## src/rtl/spi_flash_cmd_seq.sv

```systemverilog
// Flash command sequencer: splits one opcode/address/write/read request into single
// bytes for the SPI byte driver, keeping exactly one byte in flight at a time.
module spi_flash_cmd_seq #(
  parameter int         P_LEN_W = 16,
  parameter logic [7:0] P_DUMMY = 8'h00
) (
  input  logic               clk,
  input  logic               rst_n,
  input  logic               i_op_valid,
  output logic               o_op_ready,
  input  logic [7:0]         i_op_cmd,
  input  logic               i_op_has_addr,
  input  logic [23:0]        i_op_addr,
  input  logic [P_LEN_W-1:0] i_op_wr_len,
  input  logic [P_LEN_W-1:0] i_op_rd_len,
  input  logic [7:0]         i_wr_data,
  input  logic               i_wr_valid,
  output logic               o_wr_ready,
  output logic [7:0]         o_drv_data,
  output logic               o_drv_valid,
  input  logic               i_drv_ready,
  input  logic [7:0]         i_drv_rdata,
  input  logic               i_drv_rvalid,
  output logic [7:0]         o_rd_data,
  output logic               o_rd_valid,
  output logic               o_busy,
  output logic               o_done
);

  typedef enum logic [2:0] {S_IDLE, S_CMD, S_ADDR, S_WDATA, S_RDATA, S_DONE} state_t;

  localparam logic [P_LEN_W-1:0] LEN_ONE = P_LEN_W'(1);

  state_t               state, state_nxt;
  state_t               post_hdr, post_wr;
  logic                 wait_q;
  logic [7:0]           cmd_q;
  logic                 has_addr_q;
  logic [23:0]          addr_q;
  logic [P_LEN_W-1:0]   wr_len_q, rd_len_q;
  logic [P_LEN_W-1:0]   wr_cnt, rd_cnt;
  logic [1:0]           byte_idx;
  logic                 op_acc, drv_hs, byte_done;

  assign op_acc    = o_op_ready & i_op_valid;
  assign drv_hs    = o_drv_valid & i_drv_ready;
  // A completion only counts while a byte is actually in flight.
  assign byte_done = wait_q & i_drv_rvalid;

  assign post_wr  = (rd_len_q != '0) ? S_RDATA : S_DONE;
  assign post_hdr = (wr_len_q != '0) ? S_WDATA : post_wr;

  always_ff @(posedge clk or negedge rst_n) begin
    if (!rst_n) state <= S_IDLE;
    else        state <= state_nxt;
  end

  always_comb begin
    state_nxt = state;
    case (state)
      S_IDLE:  if (op_acc) state_nxt = S_CMD;
      S_CMD:   if (byte_done) state_nxt = has_addr_q ? S_ADDR : post_hdr;
      S_ADDR:  if (byte_done && byte_idx == 2'd2) state_nxt = post_hdr;
      S_WDATA: if (byte_done && wr_cnt == LEN_ONE) state_nxt = post_wr;
      S_RDATA: if (byte_done && rd_cnt == LEN_ONE) state_nxt = S_DONE;
      S_DONE:  state_nxt = S_IDLE;
      default: state_nxt = S_IDLE;
    endcase
  end

  always_comb begin
    o_op_ready  = 1'b0;
    o_drv_data  = 8'h00;
    o_drv_valid = 1'b0;
    o_wr_ready  = 1'b0;
    case (state)
      S_IDLE:  o_op_ready = 1'b1;
      S_CMD: begin
        o_drv_data  = cmd_q;
        o_drv_valid = !wait_q;
      end
      S_ADDR: begin
        case (byte_idx)
          2'd0:    o_drv_data = addr_q[23:16];
          2'd1:    o_drv_data = addr_q[15:8];
          default: o_drv_data = addr_q[7:0];
        endcase
        o_drv_valid = !wait_q;
      end
      S_WDATA: begin
        o_drv_data  = i_wr_data;
        o_drv_valid = i_wr_valid & !wait_q;
        o_wr_ready  = i_drv_ready & !wait_q;
      end
      S_RDATA: begin
        o_drv_data  = P_DUMMY;
        o_drv_valid = !wait_q;
      end
      default: ;
    endcase
  end

  assign o_busy = (state != S_IDLE);
  assign o_done = (state == S_DONE);

  always_ff @(posedge clk or negedge rst_n) begin
    if (!rst_n) begin
      wait_q     <= 1'b0;
      cmd_q      <= 8'h00;
      has_addr_q <= 1'b0;
      addr_q     <= 24'h0;
      wr_len_q   <= '0;
      rd_len_q   <= '0;
      wr_cnt     <= '0;
      rd_cnt     <= '0;
      byte_idx   <= 2'd0;
      o_rd_valid <= 1'b0;
      o_rd_data  <= 8'h00;
    end else begin
      if (byte_done)   wait_q <= 1'b0;
      else if (drv_hs) wait_q <= 1'b1;

      if (op_acc) begin
        cmd_q      <= i_op_cmd;
        has_addr_q <= i_op_has_addr;
        addr_q     <= i_op_addr;
        wr_len_q   <= i_op_wr_len;
        rd_len_q   <= i_op_rd_len;
        wr_cnt     <= i_op_wr_len;
        rd_cnt     <= i_op_rd_len;
        byte_idx   <= 2'd0;
      end

      // Counters saturate at zero so a stray completion can never wrap them.
      if (byte_done) begin
        case (state)
          S_ADDR:  byte_idx <= byte_idx + 2'd1;
          S_WDATA: if (wr_cnt != '0) wr_cnt <= wr_cnt - LEN_ONE;
          S_RDATA: if (rd_cnt != '0) rd_cnt <= rd_cnt - LEN_ONE;
          default: ;
        endcase
      end

      o_rd_valid <= byte_done && (state == S_RDATA);
      if (byte_done && (state == S_RDATA)) o_rd_data <= i_drv_rdata;
    end
  end

endmodule

```

## config.mk

```make
export PLATFORM = sky130hd
export DESIGN_NAME = spi_flash_cmd_seq
export DESIGN_NICKNAME = d
export VERILOG_FILES = /design/src/rtl/spi_flash_cmd_seq.sv
export SDC_FILE = /design/constraint.sdc
export NUM_CORES = 1
export LEC_CHECK = 0
export CAP_MARGIN = 30
export CORE_MARGIN = 3
export CORE_UTILIZATION = 46
export DETAILED_ROUTE_END_ITERATION = 8
export PLACE_DENSITY_LB_ADDON = 0.08
export SLEW_MARGIN = 40
export SYNTH_ARGS = -nofsm -noshare
export SYNTH_HDL_FRONTEND = slang
export SYNTH_SLANG_ARGS = --single-unit
```

## constraint.sdc

```tcl
create_clock -name clk -period 3.8 [get_ports clk]
set_input_delay 0.57 -clock clk [delete_from_list [all_inputs] [get_ports clk]]
set_output_delay 0.57 -clock clk [all_outputs]
set_load 0.1 [all_outputs]
```

==> results.json <==
{
  "setup_viol": 0,
  "synth-async-reset-ratio_pct": 100.0,
  "drt-initial-drc-count": 349,
  "core_um2": 11760,
  "r2r_start": "state[2]",
  "clk_latency_ns": 0.35,
  "fmax_mhz": 318.1,
  "cts_tree": "built",
  "fin_crit_sh_pct": 82.73,
  "status": "completed",
  "syn_inst": 659,
  "gr-total-overflow": 0,
  "crit_path_end_kind": "primary output",
  "ys_warn_count": 0,
  "path_max_fanout": 9,
  "start_util_pct": 48.35,
  "dieArea_um2": 13730,
  "fin_util_pct": 60.16,
  "synth_mux_area_share_pct": 4.291,
  "synth.cell_area_um2": 5685,
  "required_ns": 3.23,
  "worst_ir_drop_vdd_mv": 0.7300,
  "post_cts_buffers": 0,
  "ys_seq_area_share_pct": 49.30,
  "startpoint_type": "flop",
  "synth.top_cell.area_share_pct": 49.30,
  "fp-row-count": 39,
  "vias_per_cell": 5.452,
  "gp_congestion": 0.8734,
  "cp_data_arrival_time_ns": 2.57,
  "rr_worst_depth": 7,
  "cts-buffers-inserted": 9,
  "ys_ff_latch": 112,
  "grtUsageTotal_pct": 21.81,
  "worstHoldPathType": "in2async",
  "synthSimpleGateAreaFrac_pct": 25.15,
  "syn_nets": 755,
  "path_clk_slew_ns": 0.07,
  "r2r-end": "rd_cnt[14]",
  "cts_hold_buf": 0,
  "antenna_found_initial": 0,
  "antennaDiodeCount": 0,
  "synthAdderAreaFrac_pct": 1.981,
  "ys_top_cells_by_area": "dfrtp_1 49%, nand2_1 15%, mux2_2 3.0%",
  "die_h_um": 117.2,
  "synth_compound_area_share_pct": 14.33,
  "grt_pass1_vias": 4890,
  "ios": 109,
  "syn_area_per_cell_um2": 8.627,
  "maxCapViolCount": 0,
  "routed_wl_mm": 14.32,
  "wl_per_cell_um": 15.56,
  "firstDrtPassIters": 5,
  "drc": 0,
  "power_density_nw_per_um2": 793.7,
  "fin_skew_ns": 0.007886,
  "synth-edff-count": 0,
  "grt_pass1_wl_mm": 23.58,
  "worst-setup-path-type": "reg2out",
  "final-hold-violation-count": 0,
  "clockBufferDepth": 2,
  "areaGrowthSynthToFinish_pct": 24.43,
  "layout-drive-gt1-share_pct": 10.58,
  "ant_nets": 0,
  "synth_top_family_by_area": "simple AND/OR/NAND/NOR gates",
  "synth_area_leader_cell": "dfrtp_1",
  "via_count": 5016,
  "htree_levels": 3,
  "period_needed_ns": 3.144,
  "grt_setup_unrepaired": "false",
  "synth.distinct_cells": 60,
  "die_x_um": 117.2,
  "slew_headroom_pct": 48.33,
  "cts_root_buf": "clkbuf_16",
  "cts.sinks": 112,
  "slew_viol_final": 0,
  "yosys_most_used_dff": "dfrtp_1",
  "p_leak_nw": 3.221,
  "place_hpwl_mm": 10.02,
  "portBuffers": 108,
  "cts_repair_resize_count": 0,
  "finalNetCount": 848,
  "worst_pin_slew_ns": 0.7685,
  "tns_ns": 0,
  "grt_max_degree": 113,
  "fillers": 1064,
  "rrSetupSlack_ns": 1.19,
  "synth-xor-area-share_pct": 0
}
cell usage in the layout (no fill, tap or decap), types with 14 or more instances in the layout:
master / count
a21oi_1: 28
buf_4: 21
clkdlybuf4s50_1: 85
dfrtp_1: 112
inv_1: 28
mux2_2: 15
nand2_1: 221
nand3_1: 14
nor2_1: 41
nor3_1: 15
nor4_1: 16
o21ai_0: 22
cell type report:
| class | count | area, um2 | share of cell area [%] |
|---|---|---|---|
| Multi-Input combinational cell | 484 | 2629 | 37.16 |
| Clock inverter | 4 | 22.52 | 0.3184 |
| Sequential cell | 112 | 2803 | 39.62 |
| Timing Repair Buffer | 116 | 1074 | 15.18 |
| Clock buffer | 11 | 232.7 | 3.290 |
| Inverter | 29 | 108.9 | 1.539 |
| Tap cell | 164 | 205.2 | 2.901 |
cell families (layout without fill, tap and decap cells):
kind of cell / after synthesis / after routing
flops: 112 / 112
mux: 22 / 22
buf+inv: 63 / 160
simple gates: 336 / 336
compound gates: 117 / 117
fa+ha+maj: 9 / 9
stage by stage:
stage	total power [mW]	instances	hold slack [ns]	setup slack [ns]	area (um2)
finish	5.615	920	0.2865	0.6562	7074
floorplan	4.106	659	0.2744	0.4799	5697
CTS	5.655	920	0.3257	0.6372	7067
global placement	4.737	905	0.4584	1.131	6857
global route	6.028	920	0.3297	0.4424	7074
detailed placement	4.775	905	0.4637	1.038	6812
metal layers:
metal / wire length, um / track usage [%]
met3: 1004 / 6.478
met5: 0 / 0
met1: 6432 / 30.32
met2: 6523 / 32.99
met4: 355 / 6.728
power breakdown:
part	switching, mW	internal, mW	leakage (nW)
logic	1.78	0.810	1.74
registers	0.442	1.73	1.36
clock network	0.415	0.439	0.125
worst max-delay path, cell delays in order (launching register included):
cell,delay (ns)
dfrtp_1,0.40
inv_1,0.08
ha_1,0.32
nor2_1,0.49
nand2_1,0.12
a311oi_1,0.30
a21oi_1,0.07
nor2_1,0.12
buf_4,0.31
flip-flops by register name (all words and copies together) (netlist names):
signal / cells
rd_len_q: 16
wait_q: 1
has_addr_q: 1
o_rd_data: 8
o_rd_valid: 1
rd_cnt: 16
cmd_q: 8
wr_cnt: 16
state: 3
wr_len_q: 16
addr_q: 24
byte_idx: 2
synthesized netlist by cell type, types with 3 or more instances:
cell type / count
a21oi_1: 28
a22oi_1: 8
a311oi_1: 8
a41oi_1: 3
and2_1: 3
and3_1: 3
buf_2: 11
clkbuf_1: 17
dfrtp_1: 112
ha_1: 9
inv_1: 28
mux2_2: 15
mux2i_1: 6
nand2_1: 222
nand3_1: 14
nand4_1: 4
nor2_1: 41
nor3_1: 16
nor4_1: 16
o211ai_1: 3
o21a_1: 6
o21ai_0: 22
o221a_2: 8
o22ai_1: 7
o32ai_1: 4
or3_1: 4
how the worst max path moves through the flow:
| stage | from | to | slack, ns | depth (start not counted) |
|---|---|---|---|---|
| floorplan | state[2] | o_drv_valid | 0.48 | 4 |
| global placement | byte_idx[0] | o_drv_data[1] | 1.13 | 8 |
| detailed placement | state[0] | o_drv_data[4] | 1.04 | 5 |
| CTS | state[0] | o_drv_data[4] | 0.64 | 5 |
| global route | byte_idx[0] | o_drv_data[0] | 0.44 | 8 |
| finish | byte_idx[0] | o_drv_data[5] | 0.66 | 8 |
Note: power is estimated with default switching activity, not from simulation.
